**config.mk**
```make
export PLATFORM = sky130hd
export DESIGN_NAME = decoder_scan_n
export DESIGN_NICKNAME = d
export VERILOG_FILES = /design/src/rtl/decoder_pkg.sv /design/src/rtl/onehot_decoder.sv /design/src/rtl/decoder_scan_n.sv
export SDC_FILE = /design/constraint.sdc
export NUM_CORES = 1
export LEC_CHECK = 0
export ABC_CLOCK_PERIOD_IN_PS = 3110
export BUFFER_PORTS_ARGS = -buffer_cell sky130_fd_sc_hd__buf_2
export CAP_MARGIN = 25
export CORE_MARGIN = 1
export CORE_UTILIZATION = 57
export CTS_BUF_LIST = sky130_fd_sc_hd__clkbuf_4 sky130_fd_sc_hd__clkbuf_8
export CTS_CLUSTER_SIZE = 12
export DETAILED_ROUTE_END_ITERATION = 8
export PLACE_DENSITY = 0.85
export SKIP_CTS_REPAIR_TIMING = 1
export SLEW_MARGIN = 0
export SYNTH_ARGS = -nofsm -noshare
export SYNTH_HDL_FRONTEND = slang
export SYNTH_SLANG_ARGS = --single-unit
```
**constraint.sdc**
```tcl
create_clock -name i_clk -period 3.11 [get_ports i_clk]
set_input_delay 0.311 -clock i_clk [delete_from_list [all_inputs] [get_ports i_clk]]
set_output_delay 0.311 -clock i_clk [all_outputs]
set_load 0.01 [all_outputs]
```
**src/rtl/decoder_pkg.sv**
```systemverilog
// Shared types and helpers for the parametrised one-hot decoder / address scanner.
package decoder_pkg;

  typedef enum logic {
    ST_IDLE = 1'b0,
    ST_SCAN = 1'b1
  } state_t;

  localparam logic MODE_SINGLE = 1'b0;
  localparam logic MODE_SCAN   = 1'b1;

  // One bit of a binary-to-one-hot decode: true when output index idx is selected by addr.
  function automatic logic onehot_bit(input int addr, input int idx);
    return (addr == idx);
  endfunction

endpackage

```
**src/rtl/onehot_decoder.sv**
```systemverilog
// Purely combinational binary-to-one-hot decoder, active-high output.
module onehot_decoder
  import decoder_pkg::*;
#(
  parameter int ADDR_W = 3
) (
  input  logic [ADDR_W-1:0]      addr,
  output logic [2**ADDR_W-1:0]   onehot
);

  always_comb begin
    onehot = '0;
    for (int i = 0; i < 2**ADDR_W; i++) begin
      onehot[i] = onehot_bit(int'(addr), i);
    end
  end

endmodule

```
**src/rtl/decoder_scan_n.sv**
```systemverilog
// Registered one-hot decoder with single-shot and wrap-around scan modes behind a
// valid/ready request port; all outputs come straight from flops.
module decoder_scan_n
  import decoder_pkg::*;
#(
  parameter int ADDR_W     = 3,
  parameter bit ACTIVE_LOW = 1'b0,
  parameter bit HOLD       = 1'b0
) (
  input  logic                  i_clk,
  input  logic                  i_rst,
  input  logic                  i_valid,
  output logic                  o_ready,
  input  logic                  i_mode,
  input  logic [ADDR_W-1:0]     i_addr,
  input  logic [ADDR_W-1:0]     i_len,
  input  logic                  i_abort,
  output logic [2**ADDR_W-1:0]  o_selector,
  output logic                  o_sel_valid,
  output logic [ADDR_W-1:0]     o_addr,
  output logic                  o_done
);

  localparam int SEL_W = 2**ADDR_W;
  localparam logic [SEL_W-1:0] SEL_INACTIVE = {SEL_W{ACTIVE_LOW}};

  // Handshake: a request transfers on the rising edge where i_valid and o_ready are
  // both high; o_ready is high exactly while the FSM is in ST_IDLE, and the requester
  // must hold i_valid and its payload until that edge.
  logic accept;
  assign accept = i_valid & o_ready;

  state_t            state_q, state_n;
  logic [ADDR_W-1:0] cur_q, cur_n;
  logic [ADDR_W-1:0] rem_q, rem_n;
  logic              live_n;
  logic              done_n;
  logic [SEL_W-1:0]  dec;
  logic [SEL_W-1:0]  sel_n;
  logic [ADDR_W-1:0] addr_n;

  // cur_q always holds the address being shown this cycle; cur_n is next cycle's.
  always_comb begin
    state_n = state_q;
    cur_n   = cur_q;
    rem_n   = rem_q;
    live_n  = 1'b0;
    done_n  = 1'b0;
    unique case (state_q)
      ST_IDLE: begin
        if (accept) begin
          cur_n  = i_addr;
          live_n = 1'b1;
          if (i_mode == MODE_SINGLE) begin
            done_n = 1'b1;
          end else begin
            state_n = ST_SCAN;
            rem_n   = i_len;
            done_n  = (i_len == '0);
          end
        end
      end
      ST_SCAN: begin
        // The final selection ends the request regardless of abort.
        if (rem_q == '0) begin
          state_n = ST_IDLE;
        end else if (i_abort) begin
          state_n = ST_IDLE;
        end else begin
          cur_n  = cur_q + 1'b1;
          rem_n  = rem_q - 1'b1;
          live_n = 1'b1;
          done_n = (rem_q == ADDR_W'(1));
        end
      end
    endcase
  end

  onehot_decoder #(.ADDR_W(ADDR_W)) u_dec (
    .addr   (cur_n),
    .onehot (dec)
  );

  always_comb begin
    if (live_n) begin
      sel_n  = ACTIVE_LOW ? ~dec : dec;
      addr_n = cur_n;
    end else if (HOLD) begin
      sel_n  = o_selector;
      addr_n = o_addr;
    end else begin
      sel_n  = SEL_INACTIVE;
      addr_n = '0;
    end
  end

  always_ff @(posedge i_clk) begin
    if (i_rst) begin
      state_q     <= ST_IDLE;
      cur_q       <= '0;
      rem_q       <= '0;
      o_ready     <= 1'b1;
      o_sel_valid <= 1'b0;
      o_done      <= 1'b0;
      o_addr      <= '0;
      o_selector  <= SEL_INACTIVE;
    end else begin
      state_q     <= state_n;
      cur_q       <= cur_n;
      rem_q       <= rem_n;
      o_ready     <= (state_n == ST_IDLE);
      o_sel_valid <= live_n;
      o_done      <= done_n;
      o_addr      <= addr_n;
      o_selector  <= sel_n;
    end
  end

endmodule
```
==> reports/results.txt <==
The number of global-route vias before repair was 635; the share of the clock period used by the worst path was 60.09%. The final layout contains routed wiring with a total length of 1678 um. Counting every sink on the clock net gives 21.

After synthesis the cells add up to 963.4 um2. The logs give 0 for the number of pins exceeding their max-slew limit in the final report and 0.2899 ns for the worst-case hold slack. The deepest level of the CTS H-tree came out at 1. The final HPWL from detailed placement was 1302 um; the boundary pin count was 25. The tools report the total die area as 1858 um2. In this run the most critical hold path is launched from i_rst.

Worst-margin pin slew: 0.5121 ns. In this run the core area contains 14 standard-cell rows. The run gives 308.5 uV as the maximum vdd drop. The nature of the critical path startpoint is a register.

The aggregate negative setup slack was 0 ns. The Yosys warning count is 0. The tool flagged a number of max-cap violations equal to 0.

Leaving out fill and tap cells, the most frequent cell in the layout is sky130_fd_sc_hd__buf_2. In this run, placement finished with an instance count of 128. For the worst slew slack as a fraction of its limit, the log shows 65.86%. Register bit count reported by yosys: 21. Sequential elements use 43.64% of the synthesized area. Port buffering added 24 buffers. Between clock sinks in the finished design, the worst skew comes to 0.001218 ns. TritonCTS built the clock tree. Relative to the synthesized area, the layout overhead comes to 13.51%. In the layout the commonest cells are 24 x sky130_fd_sc_hd__buf_2, 21 x sky130_fd_sc_hd__dfxtp_1, 11 x sky130_fd_sc_hd__nor2_1.

Share of layout cells above drive strength 1: 35.34%. The critical path data required time was 3.31 ns. At the later pin of the worst-skew pair, clock insertion delay measures 0.29 ns. The average routed wire per standard cell was 12.71 um. The maximum fanout along the worst path is 13, and the total congestion overflow after global routing is 0. The first global-routing pass estimated 2766 um of wire. The total area inside the core boundary comes to 1541 um2. In this run, synthesis inferred 0 flip-flops with an integrated enable.

Using the TritonRoute via totals, the vias-per-cell ratio works out to 5.614. For this run, asynchronously set or reset flops after synthesis account for 0%. The die extent in y was 43.11 um.

The congestion estimate from routability-driven global placement came to 0.8194. The logs give 4 for the detailed-router iteration count before antenna repair and 0 for the count of endpoints failing hold in the final timing report. Number of setup violations in the final report: 0. Entering global routing, the biggest net connects 14 pins. The kind of end point of the critical path was a register. The worst setup path is of the reg2reg kind. In this run, CTS created clock tree buffers numbering 3. The tools report the starting density of the core as 62.50%.

Library cell used as clock root buffer: sky130_fd_sc_hd__clkbuf_4. The number of antenna repair diodes is 0. Startpoint of the most critical register-to-register path: state_q. The total power divided by cell area is 469.0 nW/um2.

The routed layout has 741 vias. The longest clock path from root to sink contains 2 buffers. In this run the worst hold path is classified as in2reg. In this run the mean area of a mapped cell was 10.47 um2.

In this run the horizontal extent of the chip is 43.11 um. For this run, the number of standard cells in the final layout without fillers is 132. Summed over its instances, the top area cell type makes up 43.64% of the synthesized netlist area. Sorting the synthesized cells by area gives the leading types as sky130_fd_sc_hd__dfxtp_1 44%, sky130_fd_sc_hd__ha_1 5.2%, sky130_fd_sc_hd__nor4b_2 4.7%. The count of routing violations after the opening detailed-route iteration was 11; the post-synthesis cell count was 92.

The residual antenna-violating net count after detailed routing was 0; the minimum period implied by the final worst setup slack was 1.869 ns. sky130_fd_sc_hd__dfxtp_1 takes more of the synthesized area than any other cell. The signal arrival time at the worst endpoint was 2.06 ns. Setup repair after global routing left no endpoint under its margin. The global-route usage over all layers was 19.79%; the number of distinct standard cells referenced by the synthesized netlist was 35. The flow ran to the end, and the final reports show no timing, DRC or antenna violations.

Leading register cell type out of synthesis: sky130_fd_sc_hd__dfxtp_1. At the end of the flow, the number of nets in the layout was 132. The number of antenna violations at the first check in global routing was 0. The clock-pin slew reported for the worst setup and hold paths after clock tree synthesis works out to 0.11 ns.

In this run the worst setup path begins at state_q. In the routed design, unresolved DRC markers number 0. The run gives 107 as the number of nets produced by synthesis. The fmax was 0.5351 GHz; the leakage dissipation was 0.4925 nW.
## state kept, by name, summed over array words and instances (netlist names)
signal,cells
o_selector,8
o_addr,3
state_q,1
rem_q,3
o_sel_valid,1
o_done,1
o_ready,1
cur_q,3
## Yosys cell counts, types with 2 or more instances
cell type and count:
sky130_fd_sc_hd__ha_1 4, sky130_fd_sc_hd__a21oi_1 3, sky130_fd_sc_hd__a211oi_1 2, sky130_fd_sc_hd__and3_1 2, sky130_fd_sc_hd__dfxtp_1 21, sky130_fd_sc_hd__nor4_2 3, sky130_fd_sc_hd__a22oi_1 2, sky130_fd_sc_hd__and2b_1 2
sky130_fd_sc_hd__nand3_1 2, sky130_fd_sc_hd__and4b_1 2, sky130_fd_sc_hd__nor4b_2 3, sky130_fd_sc_hd__buf_6 3, sky130_fd_sc_hd__inv_1 7, sky130_fd_sc_hd__nor2_1 11, sky130_fd_sc_hd__or2_2 2, sky130_fd_sc_hd__nand2_1 3
sky130_fd_sc_hd__o21ai_0 2
## report_power, final
| group | internal (mW) | switching, mW | total [mW] |
|---|---|---|---|
| logic | 0.0413 | 0.0564 | 0.0977 |
| clock network | 0.0478 | 0.0756 | 0.123 |
| registers | 0.282 | 0.00931 | 0.292 |
| total | 0.372 | 0.141 | 0.513 |
## through the flow
stage                     worst slack [ns]  total power [mW]  utilization [%]  instance area, um2
after global placement               1.323            0.3934            69.16                1066
after detailed placement             1.271            0.3958            69.16                1066
after floorplan                      1.559            0.3733                -               963.4
after global routing                 1.120            0.5437            70.94                1094
after CTS                            1.242            0.5184            70.94                1094
final                                1.241            0.5128            70.94                1094
## worst paths after layout
kind | cells past startpoint | slack, ns | end
max | 4 | 1.24 | o_selector[1]
min | 2 | 0.29 | rem_q[2]
max reg2reg | 4 | 1.24 | o_selector[1]
min reg2reg | 2 | 0.46 | rem_q[1]
## critical path, stage by stage (launching register included)
cell and delay [ns]:
sky130_fd_sc_hd__dfxtp_1 0.59, sky130_fd_sc_hd__inv_1 0.19, sky130_fd_sc_hd__a311oi_1 0.30, sky130_fd_sc_hd__a311o_1 0.41, sky130_fd_sc_hd__nor4b_1 0.28
## final cells by class
class	count	area, um2
sequential	21	420.4
fill	131	447.9
timing repair buffer	24	120.1
inverter	7	26.28
multi-input combinational	60	479.2
clock inverter	1	5.005
tap	16	20.02
clock buffer	3	22.52
## cell families (layout without fill, tap and decap cells)
| logic type | Yosys count | after routing | share of synthesized area (%) |
|---|---|---|---|
| simple gates | 38 | 38 | 28.05 |
| flops | 21 | 21 | 43.64 |
| buf+inv | 11 | 35 | 6.623 |
| compound gates | 18 | 18 | 16.49 |
| fa+ha+maj | 4 | 4 | 5.195 |
## routing by layer
metal / share of wire, % / track usage (%) / vias to the layer above
li1: - / - / 376
met1: 49 / 28.91 / 342
met2: 45 / 28.66 / 21
met3: 4.3 / 1.277 / 2
met4: 1.0 / 10.91 / 0
met5: 0 / 0 / -
Power figures use the tool's default switching activity.
